File: config.mk
export PLATFORM = sky130hd
export DESIGN_NAME = hazard_unit
export DESIGN_NICKNAME = d
export VERILOG_FILES = /design/src/rtl/hazard_pkg.sv /design/src/rtl/forward_select.sv /design/src/rtl/hazard_unit.sv
export SDC_FILE = /design/constraint.sdc
export NUM_CORES = 1
export LEC_CHECK = 0
export ABC_AREA = 1
export CAP_MARGIN = 5
export CELL_PAD_IN_SITES_DETAIL_PLACEMENT = 0
export CELL_PAD_IN_SITES_GLOBAL_PLACEMENT = 2
export CORE_ASPECT_RATIO = 1.75
export CORE_UTILIZATION = 17
export CTS_CLUSTER_DIAMETER = 100
export CTS_CLUSTER_SIZE = 10
export DETAILED_ROUTE_END_ITERATION = 6
export MAX_ROUTING_LAYER = met4
export PLACE_DENSITY = 0.78
export SLEW_MARGIN = 10
export SYNTH_ARGS = -nofsm -noshare
export SYNTH_HDL_FRONTEND = slang
export SYNTH_SLANG_ARGS = --single-unit
File: constraint.sdc
create_clock -name clk -period 1.1 [get_ports clk]
set_input_delay 0.165 -clock clk [delete_from_list [all_inputs] [get_ports clk]]
set_output_delay 0.165 -clock clk [all_outputs]
set_load 0.1 [all_outputs]
File: src/rtl/hazard_pkg.sv
// ----------------------------------------------------------------------------
// hazard_pkg
// Shared definitions for the pipeline hazard controller:
//   hazard_state_t  - controller FSM encoding (RUN / LOAD_STALL / BRANCH_FLUSH)
//   FWD_*           - operand forwarding source select codes
//   REG_PC          - register number that never forwards and never hazards
// ----------------------------------------------------------------------------
package hazard_pkg;

    typedef enum logic [1:0] {
        RUN          = 2'b00,
        LOAD_STALL   = 2'b01,
        BRANCH_FLUSH = 2'b10
    } hazard_state_t;

    localparam logic [1:0] FWD_RF    = 2'b00;
    localparam logic [1:0] FWD_EXMEM = 2'b01;
    localparam logic [1:0] FWD_MEMWB = 2'b10;

    localparam logic [3:0] REG_PC = 4'hF;

endpackage

File: src/rtl/forward_select.sv
// ----------------------------------------------------------------------------
// forward_select
// Combinational operand-forwarding mux select for one EX-stage operand.
// Ports:
//   src_reg / src_used                  - EX-stage source register and valid
//   ex_mem_rd / ex_mem_reg_write_enable - youngest in-flight producer
//   mem_wb_rd / mem_wb_reg_write_enable - older in-flight producer
//   fwd_sel                             - FWD_RF / FWD_EXMEM / FWD_MEMWB
// ----------------------------------------------------------------------------
module forward_select
    import hazard_pkg::*;
(
    input  logic [3:0] src_reg,
    input  logic       src_used,
    input  logic [3:0] ex_mem_rd,
    input  logic       ex_mem_reg_write_enable,
    input  logic [3:0] mem_wb_rd,
    input  logic       mem_wb_reg_write_enable,
    output logic [1:0] fwd_sel
);

    logic src_ok;
    logic ex_mem_hit;
    logic mem_wb_hit;

    // R15 is the PC, not a general register, so it never forwards.
    assign src_ok     = src_used & (src_reg != REG_PC);
    assign ex_mem_hit = src_ok & ex_mem_reg_write_enable & (ex_mem_rd == src_reg);
    assign mem_wb_hit = src_ok & mem_wb_reg_write_enable & (mem_wb_rd == src_reg);

    // The EX/MEM result is newer, so it wins when both stages write the register.
    always_comb begin
        fwd_sel = FWD_RF;
        if (ex_mem_hit)
            fwd_sel = FWD_EXMEM;
        else if (mem_wb_hit)
            fwd_sel = FWD_MEMWB;
    end

endmodule

File: src/rtl/hazard_unit.sv
// ----------------------------------------------------------------------------
// hazard_unit
// Pipeline hazard controller: load-use stall insertion, taken-branch flush,
// and EX-stage operand forwarding selection.
// Parameters:
//   STALL_CYCLES - bubbles per load-use hazard (1..7)
//   FLUSH_CYCLES - cycles the IF/ID flush is held after a taken branch (1..3)
// Ports:
//   clk, reset_n (async, active-low)
//   id_rn/id_rm(+_used)            - ID-stage source operands
//   id_ex_*                        - controls latched in ID/EX
//   ex_mem_*/mem_wb_*              - downstream destination/write enables
//   branch_taken_ex                - taken branch resolved in EX
//   pc_load_enable, if_id_load_enable, if_id_flush, id_ex_nop - pipeline control
//   fwd_a_sel, fwd_b_sel           - operand forwarding selects
//   hazard_state                   - FSM state for debug
// Optional build macro HAZARD_STATS_EN adds saturating 16-bit
// stall_count / flush_count outputs.
// ----------------------------------------------------------------------------
module hazard_unit
    import hazard_pkg::*;
#(
    parameter int STALL_CYCLES = 1,
    parameter int FLUSH_CYCLES = 1
) (
    input  logic       clk,
    input  logic       reset_n,
    input  logic [3:0] id_rn,
    input  logic [3:0] id_rm,
    input  logic       id_rn_used,
    input  logic       id_rm_used,
    input  logic [3:0] id_ex_rd,
    input  logic       id_ex_reg_write_enable,
    input  logic       id_ex_mem_enable,
    input  logic       id_ex_mem_rw,
    input  logic [3:0] ex_mem_rd,
    input  logic       ex_mem_reg_write_enable,
    input  logic [3:0] mem_wb_rd,
    input  logic       mem_wb_reg_write_enable,
    input  logic       branch_taken_ex,
    output logic       pc_load_enable,
    output logic       if_id_load_enable,
    output logic       if_id_flush,
    output logic       id_ex_nop,
    output logic [1:0] fwd_a_sel,
    output logic [1:0] fwd_b_sel,
`ifdef HAZARD_STATS_EN
    output logic [15:0] stall_count,
    output logic [15:0] flush_count,
`endif
    output logic [1:0] hazard_state
);

    localparam logic [2:0] STALL_RELOAD = 3'(STALL_CYCLES - 1);
    localparam logic [2:0] FLUSH_RELOAD = 3'(FLUSH_CYCLES - 1);

    hazard_state_t state, state_nxt;
    logic [2:0]    cnt, cnt_nxt;
    logic          load_use;
    logic          rd_ok;
    logic          stall_req;
    logic          flush_req;
    logic          stall_act;
    logic          flush_act;
    logic [7:0]    ex_src;
    logic [1:0]    ex_used;

    // A load in EX whose destination feeds an ID operand needs a bubble.
    assign rd_ok    = id_ex_rd != REG_PC;
    assign load_use = id_ex_mem_enable & ~id_ex_mem_rw & id_ex_reg_write_enable & rd_ok &
                      ((id_rn_used & (id_rn == id_ex_rd)) |
                       (id_rm_used & (id_rm == id_ex_rd)));

    always_ff @(posedge clk or negedge reset_n) begin
        if (!reset_n) begin
            state <= RUN;
            cnt   <= 3'd0;
        end else begin
            state <= state_nxt;
            cnt   <= cnt_nxt;
        end
    end

    // The first stall/flush cycle is asserted combinationally from RUN; the
    // counter then tracks how many further cycles remain (exit when it hits 1).
    always_comb begin
        state_nxt = state;
        cnt_nxt   = cnt;
        stall_req = 1'b0;
        flush_req = 1'b0;
        unique case (state)
            RUN: begin
                if (branch_taken_ex) begin
                    flush_req = 1'b1;
                    if (FLUSH_CYCLES > 1) begin
                        state_nxt = BRANCH_FLUSH;
                        cnt_nxt   = FLUSH_RELOAD;
                    end
                end else if (load_use) begin
                    stall_req = 1'b1;
                    if (STALL_CYCLES > 1) begin
                        state_nxt = LOAD_STALL;
                        cnt_nxt   = STALL_RELOAD;
                    end
                end
            end
            LOAD_STALL: begin
                // A branch abandons the stall; this cycle is flush cycle 1.
                if (branch_taken_ex) begin
                    flush_req = 1'b1;
                    if (FLUSH_CYCLES > 1) begin
                        state_nxt = BRANCH_FLUSH;
                        cnt_nxt   = FLUSH_RELOAD;
                    end else begin
                        state_nxt = RUN;
                        cnt_nxt   = 3'd0;
                    end
                end else begin
                    stall_req = 1'b1;
                    if (cnt <= 3'd1) begin
                        state_nxt = RUN;
                        cnt_nxt   = 3'd0;
                    end else begin
                        cnt_nxt = cnt - 3'd1;
                    end
                end
            end
            BRANCH_FLUSH: begin
                flush_req = 1'b1;
                if (branch_taken_ex) begin
                    // A fresh taken branch restarts the flush sequence.
                    if (FLUSH_CYCLES > 1) begin
                        cnt_nxt = FLUSH_RELOAD;
                    end else begin
                        state_nxt = RUN;
                        cnt_nxt   = 3'd0;
                    end
                end else if (cnt <= 3'd1) begin
                    state_nxt = RUN;
                    cnt_nxt   = 3'd0;
                end else begin
                    cnt_nxt = cnt - 3'd1;
                end
            end
            default: begin
                state_nxt = RUN;
                cnt_nxt   = 3'd0;
            end
        endcase
    end

    // Gating with reset_n keeps the pipeline running while reset is held,
    // even if the ID/EX inputs happen to look like a hazard.
    assign stall_act = stall_req & reset_n;
    assign flush_act = flush_req & reset_n;

    assign pc_load_enable    = ~stall_act;
    assign if_id_load_enable = ~stall_act;
    assign if_id_flush       = flush_act;
    assign id_ex_nop         = stall_act | flush_act;
    assign hazard_state      = state;

    // Source operands travelling alongside ID/EX; a bubble carries no operands.
    always_ff @(posedge clk or negedge reset_n) begin
        if (!reset_n) begin
            ex_src  <= 8'd0;
            ex_used <= 2'b00;
        end else if (if_id_load_enable && !id_ex_nop) begin
            ex_src  <= {id_rn, id_rm};
            ex_used <= {id_rn_used, id_rm_used};
        end else begin
            ex_src  <= 8'd0;
            ex_used <= 2'b00;
        end
    end

    forward_select u_fwd_a (
        .src_reg                 (ex_src[7:4]),
        .src_used                (ex_used[1]),
        .ex_mem_rd               (ex_mem_rd),
        .ex_mem_reg_write_enable (ex_mem_reg_write_enable),
        .mem_wb_rd               (mem_wb_rd),
        .mem_wb_reg_write_enable (mem_wb_reg_write_enable),
        .fwd_sel                 (fwd_a_sel)
    );

    forward_select u_fwd_b (
        .src_reg                 (ex_src[3:0]),
        .src_used                (ex_used[0]),
        .ex_mem_rd               (ex_mem_rd),
        .ex_mem_reg_write_enable (ex_mem_reg_write_enable),
        .mem_wb_rd               (mem_wb_rd),
        .mem_wb_reg_write_enable (mem_wb_reg_write_enable),
        .fwd_sel                 (fwd_b_sel)
    );

`ifdef HAZARD_STATS_EN
    function automatic logic [15:0] sat_inc(input logic [15:0] v);
        return (v == 16'hFFFF) ? v : v + 16'd1;
    endfunction

    always_ff @(posedge clk or negedge reset_n) begin
        if (!reset_n) begin
            stall_count <= 16'd0;
            flush_count <= 16'd0;
        end else begin
            if (stall_act)
                stall_count <= sat_inc(stall_count);
            if (flush_act)
                flush_count <= sat_inc(flush_count);
        end
    end
`endif

endmodule

After elaboration in Yosys (flattened, before gate mapping)
Index checks and enable logic that the tools add are counted.
{"block": "word_totals", "regBits": 15, "input_bits": 30, "out_inout_bits": 10, "wordCells": 65}
{"block": "classes", "add_sub_neg": 1, "n_lt_le_gt_ge": 1, "n_eq_ne": 12, "muxes": 18, "n_bitwise": 23, "reduce_logical": 6}
{"operator": "$eq A4 B4 Y1", "count": 6}
{"operator": "$and A1 B1 Y1", "count": 18}
{"operator": "$mux W2", "count": 7}
{"operator": "$ne A4 B4 Y1 const B", "count": 3}
{"operator": "$mux W8", "count": 1}
{"operator": "$mux W3", "count": 2}
{"operator": "$pmux W3 S2", "count": 1}
{"operator": "$mux W1", "count": 4}
{"operator": "$pmux W1 S2", "count": 2}
{"operator": "$pmux W2 S2", "count": 1}
{"operator": "$reduce_or A2 Y1", "count": 2}
{"operator": "$le A3 B1 Y1 const B", "count": 1}
{"operator": "$ne A3 B1 Y1 const B", "count": 1}
{"operator": "$not A1 Y1", "count": 3}
{"operator": "$sub A3 B1 Y3 const B", "count": 1}
{"operator": "$eq A2 B1 Y1 const B", "count": 1}
{"operator": "$eq A2 B2 Y1 const B", "count": 1}
{"operator": "$logic_not A2 Y1", "count": 1}
{"operator": "$or A1 B1 Y1", "count": 2}
{"operator": "$reduce_and A2 Y1", "count": 1}
{"operator": "$logic_and A1 B1 Y1", "count": 1}
{"operator": "$logic_not A1 Y1", "count": 1}

Logic depth before layout (Yosys ltp)
Gate-level depths: netlist of the first run.
{"block": "depth", "ltp_word": 13, "depth_mapped": 10, "depth_no_buf": 9}

Cells and area by module
From an unflattened synthesis of the first run, not the netlist that was laid out.
{"block": "unflattened", "cells_unflattened": 178, "hier_area_um2": 1007.2}
{"module": "hazard_unit", "n_inst": 1, "cells_per_inst": 76, "area_each_um2": 541.8, "seq_area_each_um2": 250.2}
{"module": "forward_select", "n_inst": 2, "cells_per_inst": 51, "area_each_um2": 232.7, "seq_area_each_um2": 0.0}

Least setup slack after synthesis of the first run
No wires, ideal clock.
{"block": "synth_path", "path_type": "reg-to-output", "start": "register ex_src[7]", "end": "output port fwd_a_sel[1]", "arrival_ps": 2066, "required_time_ps": 935, "path_slack_ps": -1131, "stages_incl_launch_ff": 6, "n_path_buf": 0, "cell_sequence": "dfrtp_1 inv_1 or2_2 o211ai_1 nor3_1 nor2_1"}
{"block": "synth_via", "elab_cells_between_ends": 10, "classes_between": "eq/ne: 3; mux: 2; bitwise: 5"}
{"item": "start: declaration", "line": "hazard_unit.sv:65", "rtl": "logic [7:0] ex_src;"}
{"item": "start signal: assignment", "line": "hazard_unit.sv:169", "rtl": "ex_src <= {id_rn, id_rm};"}
{"item": "$ne A4 B4 Y1", "line": "forward_select.sv:27", "rtl": "assign src_ok = src_used & (src_reg != REG_PC);"}
{"item": "$and A1 B1 Y1", "line": "forward_select.sv:27"}
{"item": "$and A1 B1 Y1", "line": "forward_select.sv:28", "rtl": "assign ex_mem_hit = src_ok & ex_mem_reg_write_enable & (ex_mem_rd == src_reg);"}
{"item": "$and A1 B1 Y1 (*)", "line": "forward_select.sv:28"}
{"item": "net u_fwd_a.ex_mem_hit", "line": "forward_select.sv:23", "rtl": "logic ex_mem_hit;"}
{"item": "$mux W2 (*)", "line": "forward_select.sv:34", "rtl": "if (ex_mem_hit)"}
{"item": "end: declaration", "line": "hazard_unit.sv:45", "rtl": "output logic [1:0] fwd_a_sel,"}
The timed path passes the listed nets; every way through them passes the cells marked *.

Worst setup path after layout of the first run
{"block": "layout_path", "start": "register ex_src[5]", "end": "output port fwd_a_sel[0]"}
{"block": "layout_via", "elab_chain_cells": 5, "elab_cells_between_ends": 6, "classes_between": "eq/ne: 2; mux: 1; bitwise: 3"}
{"item": "$ne A4 B4 Y1", "line": "forward_select.sv:27"}
{"item": "$and A1 B1 Y1", "line": "forward_select.sv:27"}
{"item": "$and A1 B1 Y1", "line": "forward_select.sv:28"}
{"item": "$and A1 B1 Y1 (*)", "line": "forward_select.sv:28"}
{"item": "$mux W2 (*)", "line": "forward_select.sv:34"}
Every way passes the cells marked *; elsewhere a longest branch is shown, timed or not.

==> results.yml, run 1 <==
logic_synthesis:
  synthDistinctLibCells: 22
  ys_ff_latch: 10
  yosysTopAreaCell: "dfrtp_1"
  synth_most_common_cell: "nand2_1"
  synth_area_leaders: "dfrtp_1 31%, nand2_1 12%, inv_1 11%, nor2_1 11%, xnor2_1 7.6%"
  ys_top_cells_by_count: "26 x nand2_1, 24 x inv_1, 24 x nor2_1, 10 x dfrtp_1"
  synth_edf_count: 0
  seq_area_frac_synth_pct: 30.9
  synth_flop_cell: "dfrtp_1"
  syn_inst: 125
  syn_area_per_cell_um2: 6.48
  ys_async_sr_fraction_pct: 100
  syn_area_um2: 810
  yosysTopAreaCellShare_pct: 30.9
  ys_warn_count: 0
global_routing:
  grt_max_degree: 11
  grt_pass1_wl_um: 3630
  grt_pass1_vias: 902
  antenna_found_initial: 0
  grt_use_total_pct: 10.1
  grt_overflow: 0
worst_setup_path:
  crit_chain: "xnor2_1 -> nand3_1 -> nor3_4 -> buf_4 -> buf_12"
  worst-path-max-fanout: 3
  slowest_stage: "dfrtp_1"
  crit_type: "reg -> out"
  cpLargestDelayFamily: "flip-flops"
  end_kind: "output pin"
  arrival_ns: 1.45
  crit_buf_inv: 2
  crit_path_start_kind: "register"
  crit_start: "ex_src[5]"
  max_stage_delay_ns: 0.40
  required_ns: 0.94
routing:
  wirelength_um: 2360
  via_per_inst: 3.96
  first_pass_iters: 4
  first_iter_violations: 13
  ant_nets: 0
  drc: 0
  wire_per_inst_um: 10.2
  via_count: 911
clock_tree:
  numCtsBuffers: 3
  cts-root-buf: "clkbuf_8"
  clkSlewWorstSetupHoldPaths_ns: 0.04
  cts_hold_buffers: 0
  cts_buffer_depth: 2
  cts.sinks: 10
  cts_tree: "done"
  htree_levels: 1
sta:
  hold_viol: 0
  slew_viol_final: 0
  whs_ns: 0.135
  worst_slack_ns: -0.514
  fin_crit_sh_pct: 147
  min_period_ns: 1.61
  setup_violations: 7
  rsz0062_at_grt: "true"
  fmax_mhz: 619
floorplan:
  io_pins: 40
  initial_core_util_pct: 18.1
  die_x_um: 54.2
  die_y_um: 93.3
  rows: 32
  core_region_area_um2: 4480
  dieArea_um2: 5050
hold_path:
  hold_class: "in -> async"
power:
  vdd.ir_drop.worst_mv: 0.380
  power_mw: 1.28
  power_leakage_nw: 0.824
  power.density_nw_per_um2: 774
cells_and_area:
  n_antenna_cell: 0
  area_growth_pct: 105
  drive_gt1_share_pct: 47.5
  nets: 211
  fin_util_pct: 37.0
run_status:
  violations: "setup timing"
  outcome: "complete, but fails checks"
placed_design:
  dpl.hpwl_um: 1960
  portBuffers: 37
  gp_congestion: 0.845
run:
  cap_violations: 0
## through the flow
| stage | area [µm²] | worst slack, ns | setup TNS, ns | cells |
|---|---|---|---|---|
| floorplan | 946 | -0.361 | -1.61 | 126 |
| CTS | 1570 | -0.557 | -2.28 | 227 |
| global placement | 1520 | -0.751 | -11.30 | 224 |
| detailed placement | 1520 | -0.749 | -11.27 | 224 |
| global route | 1660 | -0.631 | -2.72 | 230 |
| finish | 1660 | -0.514 | -2.19 | 230 |
## how the worst max path moves through the flow
stage                        end  cells past startpoint
floorplan           fwd_a_sel[1]                      5
global placement       id_ex_nop                     10
detailed placement     id_ex_nop                     10
CTS                 fwd_a_sel[0]                      5
global route        fwd_a_sel[1]                      7
finish              fwd_a_sel[0]                      5
## flip-flops by register name, indices dropped and copies added, names as in the netlist
register  count
ex_used       2
ex_src        8
## layout by cell type (no fill, tap or decap), types with 2 or more instances in the layout
cell type,synthesis,routed
nand2_8,0,2
xnor2_1,7,5
nor2_4,0,4
nand2_2,2,10
nor2_1,24,19
clkbuf_2,0,2
xnor2_2,0,2
dfrtp_1,10,10
nand2_1,26,14
inv_4,0,2
buf_4,5,17
inv_2,0,6
dlygate4sd2_1,0,9
buf_2,0,4
nor2_2,1,2
conb_1,1,2
clkbuf_8,0,3
a21oi_2,0,2
clkdlybuf4s50_1,0,3
nand4_1,2,2
nand2_4,0,2
dlymetal6s2s_1,0,2
buf_12,0,11
buf_6,1,6
xor2_1,3,3
inv_8,0,3
inv_1,24,12
nand3_1,7,7
## where the power goes
group	switching (mW)	internal, mW
Sequential	0.0228	0.393
Clock	0.110	0.237
Combinational	0.273	0.249
Total	0.406	0.879
## layer usage
layer / vias to the layer above / global-route usage (%) / share of wire (%)
li1: 480 / - / -
met1: 397 / 8.98 / 32
met2: 32 / 19.7 / 61
met3: 2 / 1.63 / 6.3
met4: 0 / 3.21 / 0.72
met5: - / - / 0
## logic make-up after synthesis
group	count (synthesis)	share of synthesized area, %
and+or+nand+nor	64	32.8
DFF	10	30.9
other	1	0.463
xor gates and xnor gates	10	10.8
buffers and inverters	30	17.2
AOI/OAI and AO/OA	10	7.88
## what timing repair did
action | CTS | global route
buffers inserted | 0 | 3
gates cloned | 0 | 0
endpoints found under the hold margin | 0 | 0
pin swaps | 17 | 17
resized for setup | 86 | 28
endpoints found under the setup margin | 18 | 7
## area by class of cell
type | instances | area (µm²)
multi-input cells | 86 | 578
fillers | 478 | 2820
repair buffers | 56 | 604
well taps | 51 | 63.8
flip-flops and latches | 10 | 250
inverters | 24 | 123
clock buffers | 3 | 41.3
No activity file was read; power rests on OpenSTA's default activity.
==> inputs of run 2 (changes only) <==
--- a/config.mk
+++ b/config.mk
@@ -10,12 +10,14 @@
 export CELL_PAD_IN_SITES_DETAIL_PLACEMENT = 0
 export CELL_PAD_IN_SITES_GLOBAL_PLACEMENT = 2
 export CORE_ASPECT_RATIO = 1.75
-export CORE_UTILIZATION = 17
+export CORE_UTILIZATION = 19
 export CTS_CLUSTER_DIAMETER = 100
 export CTS_CLUSTER_SIZE = 10
 export DETAILED_ROUTE_END_ITERATION = 6
+export GPL_TIMING_DRIVEN = 1
 export MAX_ROUTING_LAYER = met4
-export PLACE_DENSITY = 0.78
+export PLACE_DENSITY = 0.82
+export SETUP_SLACK_MARGIN = 0.05
 export SLEW_MARGIN = 10
 export SYNTH_ARGS = -nofsm -noshare
 export SYNTH_HDL_FRONTEND = slang
==> constraint.sdc (replaced) <==
create_clock -name clk -period 1.6 [get_ports clk]
set_input_delay 0.24 -clock clk [delete_from_list [all_inputs] [get_ports clk]]
set_output_delay 0.24 -clock clk [all_outputs]
set_load 0.1 [all_outputs]
==> results.yml, run 2 (synthesis results as in run 1) <==
run_status:
  outcome: "complete, but fails checks"
  violations: "setup timing"
routing:
  first_iter_violations: 16
  first_pass_iters: 4
  wire_per_inst_um: 9.85
  ant_nets: 0
  via_per_inst: 4.05
  via_count: 903
  wirelength_um: 2200
  drc: 0
clock_tree:
  clkSlewWorstSetupHoldPaths_ns: 0.04
  cts_tree: "done"
  cts_hold_buffers: 0
  numCtsBuffers: 3
  cts_buffer_depth: 2
  cts.sinks: 10
  cts-root-buf: "clkbuf_8"
  htree_levels: 1
sta:
  min_period_ns: 1.74
  hold_viol: 0
  slew_viol_final: 0
  rsz0062_at_grt: "true"
  fmax_mhz: 575
  fin_crit_sh_pct: 109
  whs_ns: 0.182
  worst_slack_ns: -0.138
  setup_violations: 4
worst_setup_path:
  cpLargestDelayFamily: "flip-flops"
  arrival_ns: 1.50
  crit_buf_inv: 3
  crit_start: "ex_src[7]"
  slowest_stage: "dfrtp_1"
  crit_path_start_kind: "register"
  required_ns: 1.36
  end_kind: "output pin"
  max_stage_delay_ns: 0.40
  cp-endpoint: "fwd_a_sel[1]"
  worst-path-max-fanout: 3
  path_depth: 7
  crit_type: "reg -> out"
  crit_chain: "inv_2 -> buf_6 -> nand2_2 -> o211ai_1 -> nor3_4 -> nor2_4 -> buf_12"
global_routing:
  grt_use_total_pct: 11.1
  grt_overflow: 0
  grt_max_degree: 11
  grt_pass1_wl_um: 3680
  grt_pass1_vias: 957
  antenna_found_initial: 0
floorplan:
  die_y_um: 88.4
  io_pins: 40
  die_x_um: 51.3
  rows: 31
  initial_core_util_pct: 19.7
  core_region_area_um2: 4110
  dieArea_um2: 4540
placed_design:
  dpl.hpwl_um: 1890
  portBuffers: 37
  gp_congestion: 0.829
cells_and_area:
  nets: 206
  layout_common_cells: "24 x nand2_1, 20 x nor2_1, 18 x inv_1"
  regMostFlops: "ex_src"
  top_regs: "ex_src (8), ex_used (2)"
  largest_reg_flops: 8
  final_common_cell: "nand2_1"
  drive_gt1_share_pct: 33.3
  area_growth_pct: 88.7
  n_antenna_cell: 0
hold_path:
  hold_class: "in -> async"
power:
  vdd.ir_drop.worst_mv: 0.258
  power_leakage_nw: 0.801
  power.density_nw_per_um2: 548
  power_uw: 838
run:
  cap_violations: 0
==> run 2: cell count changes in the layout (fill, tap and decap cells not counted), moves of 5 or more <==
cell,change
dlygate4sd2_1,+7
nand2_1,+10
buf_4,-5
nand2_2,-8
inv_1,+6
==> run 2: per-layer routing <==
layer  track usage, %  part of all wire (%)  wire, µm
met1             8.97                    33       722
met2             23.2                    59      1290
met3             1.72                   5.8       128
met4             4.91                   2.5        55
met5                -                     0         0
==> run 2: how the worst min path moves through the flow <==
stage	start	slack (ns)	end
2_1_floorplan	reset_n	-0.06	ex_src[0]
3_3_place_gp	reset_n	0.58	ex_src[2]
3_5_place_dp	reset_n	0.59	ex_src[7]
4_1_cts	reset_n	0.18	ex_src[7]
5_1_grt	reset_n	0.21	ex_src[3]
6_report	reset_n	0.18	ex_src[7]
==> run 2: where the power goes <==
group,switching (mW),internal (mW)
Sequential,0.0198,0.271
Combinational,0.168,0.141
Clock,0.0756,0.163
==> run 2: area by class of cell <==
class	instances	area (µm²)
timing repair buffer	51	539
multi-input combinational	86	543
tap	49	61.3
clock buffer	3	41.3
fill	459	2580
sequential	10	253
inverter	24	90.1
==> run 2: timing repair <==
item                       4_1_cts  5_1_grt
setup endpoints to repair       18        5
setup buffers                    3        2
gates resized for setup         42       28
pin swaps                       20       21
==> run 2: metrics by stage <==
step                utilization [%]  cell area, µm²  instances  TNS (ns)  setup slack [ns]
global route                   37.2            1530        223    -0.671            -0.227
global placement               33.5            1380        217     -3.12            -0.255
floorplan                         -             833        126         0            0.0435
finish                         37.2            1530        223    -0.337            -0.138
CTS                            35.5            1460        222    -0.491            -0.198
detailed placement             33.5            1380        217     -3.36            -0.272
